### src/rtl/key_ctrl.sv
// rtl/key_ctrl.sv - debounced pause/clear push-button controller for the 0-99 counter
module key_ctrl #(
  parameter int DEBOUNCE_CYCLES = 1000000,
  parameter int CLR_HOLD        = 50000000
) (
  input  logic clk_sys,
  input  logic clr,
  input  logic key_pause_n,
  input  logic key_clr_n,
  output logic pause,
  output logic clr_cnt,
  output logic key_busy
);

  localparam logic [1:0] S_IDLE         = 2'd0;
  localparam logic [1:0] S_PRESS_WAIT   = 2'd1;
  localparam logic [1:0] S_PRESSED      = 2'd2;
  localparam logic [1:0] S_RELEASE_WAIT = 2'd3;

  localparam int K_PAUSE = 0;
  localparam int K_CLR   = 1;

  localparam int DW = (DEBOUNCE_CYCLES > 1) ? $clog2(DEBOUNCE_CYCLES) : 1;
  localparam int SW = (CLR_HOLD > 1) ? $clog2(CLR_HOLD) : 1;
  localparam logic [DW-1:0] DB_LAST   = DW'(DEBOUNCE_CYCLES - 1);
  localparam logic [SW-1:0] HOLD_LAST = SW'(CLR_HOLD - 1);

  logic [1:0] sync_meta;
  logic [1:0] sync_q;
  logic       kp;
  logic       kc;
  logic [1:0] key;

  logic [1:0][1:0]    state;
  logic [1:0][1:0]    state_nxt;
  logic [1:0][DW-1:0] cnt;
  logic [1:0][DW-1:0] cnt_nxt;
  logic [1:0]         accept;
  logic [SW-1:0]      stretch;

  // Synchronizers reset to the released (high) level so a held key is re-debounced
  always_ff @(posedge clk_sys or posedge clr) begin
    if (clr) begin
      sync_meta <= 2'b11;
      sync_q    <= 2'b11;
    end else begin
      sync_meta <= {key_clr_n, key_pause_n};
      sync_q    <= sync_meta;
    end
  end

  assign kp  = sync_q[K_PAUSE];
  assign kc  = sync_q[K_CLR];
  assign key = {kc, kp};

  always_comb begin
    state_nxt = state;
    cnt_nxt   = '0;
    accept    = '0;
    for (int i = 0; i < 2; i++) begin
      case (state[i])
        S_IDLE: begin
          if (!key[i]) state_nxt[i] = S_PRESS_WAIT;
        end
        S_PRESS_WAIT: begin
          if (key[i]) begin
            state_nxt[i] = S_IDLE;
          end else if (cnt[i] == DB_LAST) begin
            state_nxt[i] = S_PRESSED;
            accept[i]    = 1'b1;
          end else begin
            cnt_nxt[i] = cnt[i] + 1'b1;
          end
        end
        S_PRESSED: begin
          if (key[i]) state_nxt[i] = S_RELEASE_WAIT;
        end
        default: begin
          if (!key[i]) begin
            state_nxt[i] = S_PRESSED;
          end else if (cnt[i] == DB_LAST) begin
            state_nxt[i] = S_IDLE;
          end else begin
            cnt_nxt[i] = cnt[i] + 1'b1;
          end
        end
      endcase
    end
  end

  always_ff @(posedge clk_sys or posedge clr) begin
    if (clr) begin
      state <= '0;
      cnt   <= '0;
    end else begin
      state <= state_nxt;
      cnt   <= cnt_nxt;
    end
  end

  // clr_cnt is held until the stretch saturates and the key is no longer held down
  always_ff @(posedge clk_sys or posedge clr) begin
    if (clr) begin
      pause   <= 1'b0;
      clr_cnt <= 1'b0;
      stretch <= '0;
    end else begin
      if (accept[K_PAUSE]) pause <= ~pause;
      if (accept[K_CLR]) begin
        clr_cnt <= 1'b1;
        stretch <= '0;
      end else if (clr_cnt) begin
        if (stretch != HOLD_LAST) begin
          stretch <= stretch + 1'b1;
        end else if (state[K_CLR] == S_IDLE || state[K_CLR] == S_RELEASE_WAIT) begin
          clr_cnt <= 1'b0;
        end
      end
    end
  end

  assign key_busy = (state[K_PAUSE] != S_IDLE) || (state[K_CLR] != S_IDLE);

endmodule

### config.mk
export PLATFORM = sky130hd
export DESIGN_NAME = key_ctrl
export DESIGN_NICKNAME = d
export VERILOG_FILES = /design/src/rtl/key_ctrl.sv
export SDC_FILE = /design/constraint.sdc
export NUM_CORES = 1
export LEC_CHECK = 0
export ABC_AREA = 1
export CORE_UTILIZATION = 36
export CTS_BUF_LIST = sky130_fd_sc_hd__clkbuf_2 sky130_fd_sc_hd__clkbuf_4 sky130_fd_sc_hd__clkbuf_8
export DETAILED_ROUTE_END_ITERATION = 8
export PLACE_DENSITY = 0.5
export SYNTH_ARGS = -nofsm -noshare
export SYNTH_HDL_FRONTEND = slang
export SYNTH_SLANG_ARGS = --single-unit
### constraint.sdc
create_clock -name clk_sys -period 4.4 [get_ports clk_sys]
set_input_delay 0.88 -clock clk_sys [delete_from_list [all_inputs] [get_ports clk_sys]]
set_output_delay 0.88 -clock clk_sys [all_outputs]
set_load 0.05 [all_outputs]
==> qor.tcl <==
set qor(grtUsageTotal) 0.1743
set qor(postLayoutCellArea_um2) 5059
set qor(overflow) 0
set qor(reg2reg_from) {cnt[20]$_DFF_PP0_}
set qor(design.core.area_um2) 12160
set qor(ctsHoldBuffers) 0
set qor(post-route-drc-count) 0
set qor(post_cts.repair.setup_buffers) 0
set qor(ff2ff_setup_slack_ns) 1.94
set qor(drt_iter0_drc) 196
set qor(cp.arrival_ns) 1.99
set qor(detail_route.first_pass.iterations) 5
set qor(global_placement_routability_congestion) 0.8362
set qor(totalWireLength_mm) 10.11
set qor(critical_path.cell_chain) {inv_1 > ha_1 > nand2_1 > clkdlybuf4s50_1}
set qor(port_buffers) 6
set qor(worst-endpoint-required_ns) 3.52
set qor(start_util) 0.3747
set qor(peakVddDrop_mv) 0.1862
set qor(cts_tree) {done}
set qor(power.density_nw_per_um2) 352.2
set qor(die-width_um) 114.5
set qor(clock_tree.htree_level_count) 3
set qor(reg2reg_depth) 8
set qor(slew_headroom) 0.2694
set qor(detail-route-antenna-nets) 0
set qor(min_path_cells) 0
set qor(design_power_total_mw) 1.782
set qor(timing_hold_violations_final) 0
set qor(first_global_vias) 3867
set qor(grt_start_max_net_pins) 41
set qor(cts.root.buffer_cell) {clkbuf_8}
set qor(synth_warnings) 0
set qor(fraction_of_layout_cells_with_a_size_suffix_above_1) 0.06955
set qor(critical_path.n_buffers_inverters) 2
set qor(yosys-top-cells-area) {dfrtp_1, nand2_1, nor2_1}
set qor(synth_top_cell_by_area) {dfrtp_1}
set qor(post_synth_inst_count) 631
set qor(critPathMaxStageDelay_ns) 0.79
set qor(status) {completed}
set qor(regToRegEndpoint) {stretch[12]$_DFFE_PP0P_}
set qor(cp_max_fo) 5
set qor(post-synth-top-area-fraction) 0.3954
set qor(vias_per_cell) 4.780
set qor(cts_max_path_buffers) 2
set qor(final_nets) 657
set qor(clk_pin_slew_ns) 0.08
set qor(seq_area_frac_synth) 0.4185
set qor(first_pass_grt_wire_length_mm) 18.04
set qor(min-delay-start) {sync_meta[0]$_DFF_PP1_}
set qor(static-leakage-power_nw) 2.311
set qor(maxCapViolations) 0
set qor(num_vias) 3896
set qor(tritoncts_num_sinks) 76
set qor(timing_max_transition_violations_final) 0
set qor(totalNegativeSetupSlack_ns) 0
set qor(dpl_worst_slack_ns) 1.907
set qor(cts-resized-gates) 0
set qor(placement.cell_area_um2) 4791
set qor(detailed_place_hpwl_mm) 7.444
set qor(antenna_cells) 0
set qor(placementRows) 40
set qor(setup.worst_path.class) {flop to output pin}
set qor(max_freq_mhz) 348.0
set qor(finClkSkew_ns) 0.009057
set qor(post-place-cells) 799
set qor(setup_repair_after_global_routing_missed_its_margin) {no}
set qor(finalCritPeriodShare) 0.6531
set qor(finalSetupViolCount) 0
set qor(cp_slowest_cell) {clkdlybuf4s50_1}
set qor(design.portCount) 7
set qor(number_of_antenna_violations_at_the_first_check_in_global_routing) 0
set qor(final_period_minus_worst_setup_slack_ns) 2.874
set qor(ys_types) 34
set qor(critical-path-top-delay-family) {buffers and inverters}
set qor(postLayoutSetupSlackWorst_ns) 1.526
set qor(syn_nets) 646
set qor(syn_area_per_cell_um2) 7.222
set qor(cts_buffers) 9
set qor(wl_per_cell_um) 12.41
set qor(whs_endpoint) {key[0]$_DFF_PP1_}
set qor(dieArea_um2) 13110
set qor(die_h_um) 114.5
set qor(clock_latency_ns) 0.37
set qor(startpoint_type) {flop}
set qor(stdcell_count) 815
set qor(endpoint_kind) {output pin}
set qor(timing.hold.worst.class) {flop to flop}
set qor(flow.area_growth_from_synthesis_pct) 11.01
set qor(ys_ff_latch) 76
set qor(mapped_cell_area_um2) 4557
set qor(tightestPinTransition_ns) 1.093
worst reg2reg max path, stage by stage, from the launching register on:
cell and delay [ns]:
dfrtp_1 0.38, ha_1 0.19, nand3_1 0.15, inv_2 0.14
nand4_1 0.09, nor2_1 0.10, nand4_1 0.82, nand3b_1 0.40
nand2_1 0.08
worst max-delay path by stage:
stage	to	slack, ns	startpoint	cells after the start
2_1_floorplan	asynchronous set/reset pin	1.59	clr	1
3_3_place_gp	key_busy	1.94	state[2]$_DFFE_PP0P_	4
3_5_place_dp	key_busy	1.91	state[2]$_DFFE_PP0P_	4
4_1_cts	key_busy	1.49	state[2]$_DFFE_PP0P_	4
5_1_grt	key_busy	1.41	state[2]$_DFFE_PP0P_	4
6_report	key_busy	1.53	state[2]$_DFFE_PP0P_	4
placed cells by master (no fill, tap or decap), types with 2 or more instances in the layout:
cell / synthesis / layout
or2_2: 2 / 2
xor2_1: 22 / 22
ha_1: 11 / 11
inv_2: 10 / 10
xnor2_1: 5 / 5
nand3_1: 53 / 53
o21ai_0: 10 / 10
nand3b_1: 16 / 16
a21oi_1: 15 / 15
dfstp_2: 4 / 4
inv_1: 62 / 61
nand4_1: 14 / 14
nor3_1: 17 / 17
nor2_2: 2 / 2
buf_4: 1 / 2
nand2_1: 176 / 176
clkdlybuf4s50_1: 0 / 6
nor2_1: 114 / 114
dfrtp_1: 72 / 72
clkbuf_8: 0 / 9
a211oi_1: 2 / 2
o21ai_1: 2 / 2
a31oi_1: 2 / 2
nand2_4: 3 / 3
bufinv_16: 0 / 4
metrics by stage:
step / hold slack (ns) / util
final: 0.3580 / 0.4159
after global routing: 0.3686 / 0.4159
after CTS: 0.3593 / 0.4159
after detailed placement: 0.3475 / 0.3939
after global placement: 0.3456 / 0.3939
after floorplan: 0.3452 / -
synthesized netlist by cell type, drive strengths merged:
| master | count |
|---|---|
| nand2 | 180 |
| nor2 | 117 |
| inv | 73 |
| dfrtp | 72 |
| nand3 | 54 |
| xor2 | 22 |
| nor3 | 17 |
| nand3b | 16 |
| a21oi | 15 |
| nand4 | 15 |
| o21ai | 12 |
| ha | 11 |
| buf | 6 |
| xnor2 | 5 |
| dfstp | 4 |
| a211oi | 2 |
| a31oi | 2 |
| clkbuf | 2 |
| or2 | 2 |
| a41oi | 1 |
| and3 | 1 |
| o21a | 1 |
| o21bai | 1 |
routing by layer:
| metal | part of all wire | track usage |
|---|---|---|
| met3 | 0.037 | 0.04606 |
| met2 | 0.46 | 0.2853 |
| met1 | 0.49 | 0.2285 |
| met4 | 0.0093 | 0.04416 |
| met5 | 0 | 0 |
state kept, by name (all words and copies together), names as in the netlist, named ones only:
| name | count |
|---|---|
| cnt | 40 |
| pause | 1 |
| key | 2 |
| state | 2 |
| clr_cnt | 1 |
| sync_meta | 2 |
| stretch | 26 |
kinds of logic after synthesis:
group           after synthesis  synth area share
flops                        76            0.4185
fa+ha+maj                    11           0.03020
buf+inv                      81           0.07221
compound gates               34           0.04091
xor+xnor                     27           0.05189
simple gates                402            0.3863
where the power goes:
group	switching [mW]	internal (mW)
Clock	0.277	0.441
Sequential	0.0310	0.732
Combinational	0.203	0.0969
Total	0.511	1.27
layout make-up:
cell class                 count  area [um2]
clock buffer                  10       131.4
clock inverter                 6       136.4
fill                        1276        7103
inverter                      73       277.8
multi-input combinational    474        2321
sequential                    76        1907
tap                          168       210.2
timing repair buffer           8       75.07
(Power assumes the default switching activity.)
